==> src/rtl/add_issue_pkg.sv <==
// Shared constants and types for the adder issue stage: default widths,
// the {x,y} operand pair and the result-slot state encoding.
package add_issue_pkg;

    localparam int DEFAULT_DATA_W = 4;
    localparam int DEFAULT_DEPTH  = 4;

    typedef struct packed {
        logic [DEFAULT_DATA_W-1:0] x;
        logic [DEFAULT_DATA_W-1:0] y;
    } operand_t;

    typedef enum logic {
        SLOT_EMPTY = 1'b0,
        SLOT_FULL  = 1'b1
    } slot_state_e;

    function automatic int pair_width(input int dataW);
        return 2 * dataW;
    endfunction

endpackage

==> src/rtl/add_issue_ctrl_fifo.sv <==
// Small synchronous FIFO with a combinational head read; storage is cleared on
// reset so the head is never X, even when the FIFO is empty.
module sync_fifo #(
    parameter int WIDTH = 8,
    parameter int DEPTH = 4,
    localparam int AW = $clog2(DEPTH)
) (
    input  logic             clk,
    input  logic             rst,
    input  logic             push_i,
    input  logic [WIDTH-1:0] data_i,
    input  logic             pop_i,
    output logic [WIDTH-1:0] head_o,
    output logic             full_o,
    output logic             empty_o,
    output logic [AW:0]      count_o
);

    logic [WIDTH-1:0] mem_q [DEPTH];
    logic [AW-1:0]    wrPtr_q, wrPtr_d;
    logic [AW-1:0]    rdPtr_q, rdPtr_d;
    logic [AW:0]      count_q, count_d;
    logic             doPush, doPop;

    assign full_o  = (count_q == (AW+1)'(DEPTH));
    assign empty_o = (count_q == '0);
    assign head_o  = mem_q[rdPtr_q];
    assign count_o = count_q;

    // Pushing into a full FIFO is refused even if a pop happens in the same cycle.
    assign doPush = push_i && !full_o;
    assign doPop  = pop_i && !empty_o;

    always_comb begin
        wrPtr_d = wrPtr_q;
        rdPtr_d = rdPtr_q;
        count_d = count_q;
        if (doPush) wrPtr_d = wrPtr_q + AW'(1);
        if (doPop)  rdPtr_d = rdPtr_q + AW'(1);
        case ({doPush, doPop})
            2'b10:   count_d = count_q + (AW+1)'(1);
            2'b01:   count_d = count_q - (AW+1)'(1);
            default: count_d = count_q;
        endcase
    end

    always_ff @(posedge clk) begin
        if (rst) begin
            wrPtr_q <= '0;
            rdPtr_q <= '0;
            count_q <= '0;
            for (int i = 0; i < DEPTH; i++) mem_q[i] <= '0;
        end else begin
            wrPtr_q <= wrPtr_d;
            rdPtr_q <= rdPtr_d;
            count_q <= count_d;
            if (doPush) mem_q[wrPtr_q] <= data_i;
        end
    end

endmodule

==> src/rtl/add_issue_ctrl.sv <==
// Issue stage for the gated adder register: queues operand pairs and raises s
// only when there is work and the result slot can take a new sum.
module add_issue_ctrl
    import add_issue_pkg::*;
#(
    parameter int DATA_W = DEFAULT_DATA_W,
    parameter int DEPTH  = DEFAULT_DEPTH,
    localparam int AW = $clog2(DEPTH)
) (
    input  logic              clk,
    input  logic              rst,
    input  logic              in_valid,
    output logic              in_ready,
    input  logic [DATA_W-1:0] in_x,
    input  logic [DATA_W-1:0] in_y,
    output logic [DATA_W-1:0] x,
    output logic [DATA_W-1:0] y,
    output logic              s,
    input  logic [DATA_W-1:0] r,
    output logic              res_valid,
    output logic [DATA_W-1:0] res_data,
    input  logic              res_ready,
    output logic [AW:0]       occupancy,
    output logic              idle
);

    localparam int PAIR_W = pair_width(DATA_W);

    logic [PAIR_W-1:0] headPair;
    logic              fifoFull, fifoEmpty;
    slot_state_e       slotState_q;

    sync_fifo #(
        .WIDTH(PAIR_W),
        .DEPTH(DEPTH)
    ) u_fifo (
        .clk     (clk),
        .rst     (rst),
        .push_i  (in_valid && in_ready),
        .data_i  ({in_x, in_y}),
        .pop_i   (s),
        .head_o  (headPair),
        .full_o  (fifoFull),
        .empty_o (fifoEmpty),
        .count_o (occupancy)
    );

    assign in_ready = !fifoFull && !rst;
    assign x        = headPair[PAIR_W-1:DATA_W];
    assign y        = headPair[DATA_W-1:0];

    // s doubles as the downstream clock-gate request, so it only rises when a sum can land.
    assign s = !fifoEmpty && (slotState_q == SLOT_EMPTY || res_ready) && !rst;

    assign res_valid = (slotState_q == SLOT_FULL);
    assign res_data  = r;
    assign idle      = fifoEmpty && !res_valid;

    always_ff @(posedge clk) begin
        if (rst) begin
            slotState_q <= SLOT_EMPTY;
        end else begin
            case (slotState_q)
                SLOT_EMPTY: if (s) slotState_q <= SLOT_FULL;
                SLOT_FULL:  if (!s && res_ready) slotState_q <= SLOT_EMPTY;
                default:    slotState_q <= SLOT_EMPTY;
            endcase
        end
    end

endmodule

==> config.mk <==
export PLATFORM = sky130hd
export DESIGN_NAME = add_issue_ctrl
export DESIGN_NICKNAME = d
export VERILOG_FILES = /design/src/rtl/add_issue_pkg.sv /design/src/rtl/add_issue_ctrl_fifo.sv /design/src/rtl/add_issue_ctrl.sv
export SDC_FILE = /design/constraint.sdc
export NUM_CORES = 1
export LEC_CHECK = 0
export ABC_AREA = 1
export ABC_CLOCK_PERIOD_IN_PS = 6900
export CAP_MARGIN = 20
export CELL_PAD_IN_SITES_DETAIL_PLACEMENT = 0
export CELL_PAD_IN_SITES_GLOBAL_PLACEMENT = 1
export CORE_UTILIZATION = 41
export DETAILED_ROUTE_END_ITERATION = 12
export GPL_TIMING_DRIVEN = 1
export PLACE_DENSITY = 0.87
export SETUP_SLACK_MARGIN = 0.5
export SLEW_MARGIN = 20
export SYNTH_ARGS = -nofsm -noshare
export SYNTH_HDL_FRONTEND = slang
export SYNTH_SLANG_ARGS = --single-unit
==> constraint.sdc <==
create_clock -name clk -period 6.9 [get_ports clk]
set_clock_uncertainty 0.2 [all_clocks]
set_input_delay 1.725 -clock clk [delete_from_list [all_inputs] [get_ports clk]]
set_output_delay 1.725 -clock clk [all_outputs]
set_load 0.005 [all_outputs]
## Yosys cells after proc, flatten, opt, wreduce, memory -nomap -nowiden

Memories as Yosys holds them, arrays and structs flattened. A register that Yosys moved wholly into a read port is not among the register bits.
Cells that the tools add are included.

- Bits in registers: 8
- Bits in writable memories: 32
- Input port bits: 16
- Output and inout bits: 19
- Word-level logic and storage cells: 44
- Memories kept: 1

- Add/subtract/negate cells: 4
- Eq/ne operators: 3
- Mux-type cells: 14
- Bitwise gates (word level): 1
- Reduce and logical (&&, ||, !) cells: 17

Memories:

| name | depth | bits a word | rd ports | clocked after memory_dff | write ports | RTL line | source |
|---|---|---|---|---|---|---|---|
| u_fifo.mem_q | 4 | 8 | 1 | 1 | 4 | add_issue_ctrl_fifo.sv:19 | `logic [WIDTH-1:0] mem_q [DEPTH];` |

Operators by type and width:

| cell | number |
|---|---|
| 1-bit logical AND | 8 |
| 1-bit 2-to-1 mux | 8 |
| 8-bit 2-to-1 mux | 1 |
| 8-bit OR reduction | 1 |
| 2-bit 2-to-1 mux | 3 |
| 3-bit one-hot mux with 2 select lines | 1 |
| 1-bit zero test | 5 |
| 2-bit by 1-bit adder with 2-bit output (second input constant) | 2 |
| 3-bit by 1-bit adder with 3-bit output (second input constant) | 1 |
| 3-bit == test (second input constant) | 1 |
| 3-bit zero test | 1 |
| 3-bit by 1-bit subtractor with 3-bit output (second input constant) | 1 |
| 2-bit by 1-bit == test with 1-bit output (second input constant) | 1 |
| 2-bit == test (second input constant) | 1 |
| 1-bit one-hot mux with 2 select lines | 1 |
| 2-bit nonzero test | 1 |
| 1-bit logical OR | 1 |
| 1-bit inverter | 1 |

## Logic depth before layout (Yosys ltp)

Gate-level depths: netlist of the first run.

- Word-level depth: 10
- Depth in mapped cells: 12
- Mapped depth without buffers: 12

## Modules after synthesis

From an unflattened synthesis of the first run, not the netlist that was laid out.

- Cells, all modules: 210
- Area, all modules: 1,951.9 µm²

By module, submodules not included:

| module | times used | cells an instance | area an instance (µm²) | seq. area each (µm²) |
|---|---|---|---|---|
| sync_fifo | 1 | 193 | 1,841.8 | 1,141.1 |
| add_issue_ctrl | 1 | 17 | 110.1 | 20.0 |

## Worst setup path after synthesis of the first run

OpenSTA, ideal clock, no wires.

- Path kind: input to output
- Start point: in res_ready
- End point: out s
- Arrival time: 2.030 ns
- Data required time: 4.975 ns
- Setup slack: 2.945 ns
- Stages: 4
- Cells stage by stage: inv_1 nand2_1 nand2_1 nor2_1

- Longest elaborated chain between the ends: 3

RTL lines:

| item | RTL line | source |
|---|---|---|
| start, declared | add_issue_ctrl.sv:22 | `input logic res_ready,` |
| 1-bit logical OR | add_issue_ctrl.sv:53 | `assign s = !fifoEmpty && (slotState_q == SLOT_EMPTY \|\| res_ready) && !rst;` |
| 1-bit logical AND (2 in series) | add_issue_ctrl.sv:53 |  |
| end, declared | add_issue_ctrl.sv:18 | `output logic s,` |

Every way passes these cells.

## Worst setup path after layout of the first run

Same ends and word-level chain as after synthesis.

==> results.py, run 1 <==
metrics = {
    "yosys": {
        "netlist_area_sq_mm": 0.001928,
        "syn_inst": 196,
        "synth.distinct_cells": 26,
        "synth_nets": 214,
        "ys_top_cells_by_area": "edfxtp_1 50%, dfxtp_1 10%, nor2_1 9.7%",
        "yosysSeqAreaShare": 0.6022,
        "avgSynthCellArea_sq_um": 9.837,
        "synth-seq-cells": 42,
        "synth_top_cell_by_area": "edfxtp_1",
        "synth_top_area_share": 0.4984,
        "yosys_warnings": 0,
    },
    "hold_path": {
        "hold_start": "u_fifo.wrPtr_q[1]",
        "holdCritPathClass": "register to register",
    },
    "power": {
        "ir_drop_uv": 160.9,
        "cellPowerDensity_mw_per_mm2": 356.6,
        "p_leak_nw": 0.9193,
        "total_power_w": 0.0008210,
    },
    "floorplanning": {
        "core_area_sq_mm": 0.004444,
        "io_pins": 35,
        "initial_core_util": 0.4338,
        "rows": 24,
        "die-area_sq_mm": 0.004981,
        "die_h_um": 70.58,
        "die_w_um": 70.58,
    },
    "drt": {
        "wire_per_inst_um": 14.21,
        "drt_pass1_iterations": 8,
        "drc": 5,
        "vias": 1394,
        "viasPerCell": 5.106,
        "drtIter0Drc": 134,
        "routed_wl_um": 3879,
        "antenna_left": 0,
    },
    "cts": {
        "ctsHoldBuffers": 0,
        "cts_max_level": 2,
        "cts_tree": "built",
        "numClockSinks": 42,
        "ctsLongestPathBuffers": 2,
        "cts_resized": 0,
        "numCtsBuffers": 5,
        "postCtsSetupBuffers": 0,
        "cts-root-buf": "clkbuf_8",
        "clk_pin_slew_ns": 0.08,
        "clock_latency_ns": 0.29,
    },
    "timing": {
        "tightestPinTransition_ns": 0.5538,
        "relSlewSlack": 0.6308,
        "rsz0062_at_grt": "no",
        "max_freq_mhz": 201.6,
        "slew_viol_final": 0,
        "fin_crit_ns": 4.960,
        "setup_tns_ns": 0,
        "period_share": 0.7188,
        "hold_viol": 0,
        "finalSetupViolCount": 0,
    },
    "global_route": {
        "grt.overflow.total": 0,
        "grt_pass1_vias": 1312,
        "grt_max_degree": 18,
        "grt_usage": 0.1699,
        "grt_pass1_wl_um": 6417,
        "antenna_found_initial": 0,
    },
    "setup_path": {
        "start_kind": "primary input",
        "crit_type": "primary input to primary output",
        "crit_path_max_incr_delay_ns": 0.51,
        "required_ns": 4.97,
        "critical_path_buf_inv_count": 3,
        "path_cells": "clkdlybuf4s50_1 -> inv_1 -> nand2_1 -> nand2_1 -> nor2_1 -> clkdlybuf4s50_1",
        "cp-startpoint": "res_ready",
        "r2r-start": "u_fifo.count_o[0]",
        "crit_path_top_delay_cell": "clkdlybuf4s50_1",
        "critPathTopFamily": "buffers and inverters",
        "worstPathMaxFanout": 5,
        "arrival_ns": 3.03,
        "endpoint_kind": "primary output",
    },
    "final_layout": {
        "layout_common_cells": "50 x nor2_1, 32 x edfxtp_1, 26 x clkdlybuf4s50_1",
        "syn2layout_area_growth_pct": 19.40,
        "final_common_cell": "nor2_1",
        "n_antenna_cell": 0,
        "nets": 238,
        "drive_above_1_share": 0.09050,
    },
    "status": {
        "violations": "design-rule violations",
        "status": "finished with violations",
    },
    "placed_design": {
        "gp_congestion": 0.7511,
        "io_buffers": 26,
        "dpl.hpwl_um": 2542,
    },
    "job": {
        "cap_violations": 0,
    },
}
==> cells by family after synthesis <==
family / share of synthesized area
adder cells (fa/ha/maj): 0.01687
flip-flops: 0.6022
buffers and inverters: 0.07852
AND/OR/NAND/NOR: 0.2064
AO/OA/AOI/OAI: 0.09604
==> power breakdown <==
| part | total (W) | leakage [nW] | switching (W) | internal, W |
|---|---|---|---|---|
| registers | 0.000349 | 0.413 | 0.0000395 | 0.000310 |
| logic | 0.000278 | 0.455 | 0.000138 | 0.000140 |
| clock network | 0.000193 | 0.0514 | 0.0000853 | 0.000108 |
| total | 0.000821 | 0.919 | 0.000263 | 0.000558 |
==> path summary, 6_finish.rpt <==
| path | endpoint | slack, ns | cells past startpoint |
|---|---|---|---|
| max reg2reg | u_fifo.count_o[2] | 4.55 | 11 |
| min reg2reg | u_fifo.wrPtr_q[1] | 0.33 | 2 |
| max | s | 1.94 | 6 |
| min | u_fifo.wrPtr_q[1] | 0.33 | 2 |
==> registers in the layout (all words and copies together) (netlist names), named ones only <==
| register | cells |
|---|---|
| res_valid | 1 |
| u_fifo.count_o | 3 |
| u_fifo.mem_q | 32 |
| u_fifo.rdPtr_q | 2 |
| u_fifo.wrPtr_q | 2 |
==> cells in the mapped netlist (all sizes together) <==
cell	count
nor2	52
edfxtp	32
inv	22
o21ai	19
nand2	16
dfxtp	10
buf	9
nor3	8
o22ai	8
nand3	7
a21oi	5
nand4	4
clkbuf	1
fa	1
ha	1
or2	1
==> layer usage <==
layer / vias up / global-route usage / wire (um)
met2: 34 / 0.2934 / 1961
met3: 3 / 0.03561 / 186
met1: 651 / 0.2214 / 1702
li1: 706 / - / -
met4: 0 / 0.04000 / 28
met5: - / 0 / 0
==> area by class of cell <==
type | instances | area, sq um
sequential | 42 | 1161
tap | 52 | 65.06
inverter | 22 | 82.58
clock buffer | 6 | 72.57
clock inverter | 2 | 37.54
fill | 423 | 2142
timing repair buffer | 27 | 267.8
multi-input combinational | 122 | 615.6
==> through the flow <==
step	cells	hold WS [ns]	utilization	instance area, sq um	worst slack (ns)
after CTS	273	0.3227	0.5180	2302	1.938
after detailed placement	265	0.3095	0.4932	2192	1.953
final	273	0.3275	0.5180	2302	1.940
after global placement	265	0.3042	0.4932	2192	1.962
after global routing	273	0.3690	0.5180	2302	1.842
after floorplan	196	0.2838	-	1928	2.945
==> tightest hold or removal path, cell delays in order, from the launching register on <==
cell and delay (ns):
dfxtp_1 0.35, nand3_1 0.09, nand2_1 0.05
Power figures use the tool's default switching activity.
==> run 2: changes to the inputs <==
- ABC_CLOCK_PERIOD_IN_PS: 6900 -> 4000
- CORE_UTILIZATION: 41 -> 36
- PLACE_DENSITY: 0.87 -> 0.81
- clock period: 6.9 -> 4 ns (I/O delays scaled with it)
==> results.py, run 2 (same netlist as run 1, synthesis figures left out) <==
metrics = {
    "status": {
        "status": "complete, no violations",
    },
    "drt": {
        "vias": 1386,
        "drc": 0,
        "drt_pass1_iterations": 4,
        "drtIter0Drc": 92,
        "viasPerCell": 4.730,
        "top_layer": "met4",
        "wire_per_inst_um": 12.92,
        "wl_met1_um": 1748,
        "routed_wl_um": 3786,
        "wl_met2_um": 1829,
        "antenna_left": 0,
        "met3_length_um": 164,
    },
    "setup_path": {
        "arrival_ns": 1.97,
        "start_kind": "register",
        "worstPathMaxFanout": 17,
        "r2r_cells": 12,
        "crit_type": "register to primary output",
        "endpoint_kind": "primary output",
        "r2r-start": "u_fifo.count_o[2]",
        "required_ns": 2.80,
    },
    "floorplanning": {
        "die_h_um": 75.19,
        "die_w_um": 75.19,
        "core_area_sq_mm": 0.005140,
        "die-area_sq_mm": 0.005653,
        "rows": 26,
        "io_pins": 35,
        "initial_core_util": 0.3751,
    },
    "final_layout": {
        "final_common_cell": "nor2_1",
        "n_antenna_cell": 0,
        "utilization": 0.4511,
        "nets": 240,
        "final_cells": 293,
        "fill_cells": 559,
        "largest_reg_flops": 32,
        "layout_common_cells": "50 x nor2_1, 32 x edfxtp_1, 24 x clkdlybuf4s50_1",
        "top_register": "u_fifo.mem_q",
        "syn2layout_area_growth_pct": 20.25,
        "drive_above_1_share": 0.09865,
        "design_area_sq_mm": 0.002318,
    },
    "job": {
        "cap_violations": 0,
    },
    "cts": {
        "ctsHoldBuffers": 0,
        "cts_tree": "built",
        "cts-root-buf": "clkbuf_8",
        "numCtsBuffers": 5,
        "numClockSinks": 42,
        "clock_latency_ns": 0.29,
        "ctsLongestPathBuffers": 2,
        "cts_max_level": 2,
        "clk_pin_slew_ns": 0.08,
    },
    "timing": {
        "hold_viol": 0,
        "setup_tns_ns": 0,
        "rsz0062_at_grt": "no",
        "max_freq_mhz": 315.3,
        "relSlewSlack": 0.6591,
        "tightestPinTransition_ns": 0.5114,
        "fin_crit_ns": 3.171,
        "period_share": 0.7928,
        "finalSetupViolCount": 0,
        "slew_viol_final": 0,
    },
    "global_route": {
        "grt_pass1_wl_um": 6348,
        "grt_usage": 0.1552,
        "grt_max_degree": 18,
        "grt_pass1_vias": 1279,
        "grt.overflow.total": 0,
        "antenna_found_initial": 0,
    },
    "placed_design": {
        "gp_congestion": 0.7401,
        "placed_cells": 285,
        "dpl.hpwl_um": 2549,
        "io_buffers": 26,
        "placedInstanceArea_sq_mm": 0.002230,
    },
    "power": {
        "ir_drop_uv": 273.8,
        "cellPowerDensity_mw_per_mm2": 581.2,
        "p_leak_nw": 0.9452,
    },
    "hold_path": {
        "hold-path-cell-count": 2,
        "holdCritPathClass": "register to register",
        "hold_start": "u_fifo.wrPtr_q[1]",
    },
}
## run 2: critical path: stages, from the launching register on
cell and delay [ns]:
dfxtp_1 0.30, buf_4 0.18, inv_1 0.37, o21ai_0 0.15, o22ai_1 0.14, clkdlybuf4s50_1 0.53
## run 2: cell type report
type                    instances  area, sq um  area share
flip-flops and latches         42         1161      0.5008
inverters                      22        82.58     0.03562
clock inverters                 2        8.758    0.003778
repair buffers                 29        287.8      0.1241
multi-input cells             122        618.1      0.2666
well taps                      70        87.58     0.03778
clock buffers                   6        72.57     0.03130
## run 2: power by group
part | total, W | switching, W | internal (W)
Combinational | 0.000502 | 0.000253 | 0.000249
Sequential | 0.000586 | 0.0000516 | 0.000534
Clock | 0.000260 | 0.000140 | 0.000120
## run 2: repair_timing
action	in CTS	in global routing
buffers inserted	0	0
endpoints found under the setup margin	1	2
gates resized for setup	1	2
## run 2: stage by stage
step / power [W] / hold WS, ns / setup slack [ns]
global placement: 0.001103 / 0.3051 / 0.4949
CTS: 0.001362 / 0.3269 / 0.5256
floorplan: 0.0008658 / 0.2838 / 1.306
global route: 0.001450 / 0.3341 / 0.6060
finish: 0.001348 / 0.3280 / 0.8287
detailed placement: 0.001105 / 0.3145 / 0.5041
## run 2: worst paths after layout
path,to,slack (ns)
max reg2reg,u_fifo.count_o[2],1.69
min,u_fifo.wrPtr_q[1],0.33
min reg2reg,u_fifo.wrPtr_q[1],0.33
max,y[2],0.83
## run 2: routing by layer
metal  vias up  global-route usage
li1        707                   -
met1       647              0.1981
met2        27              0.2583
met3         5             0.04418
met4         0             0.04527
met5         -                   0
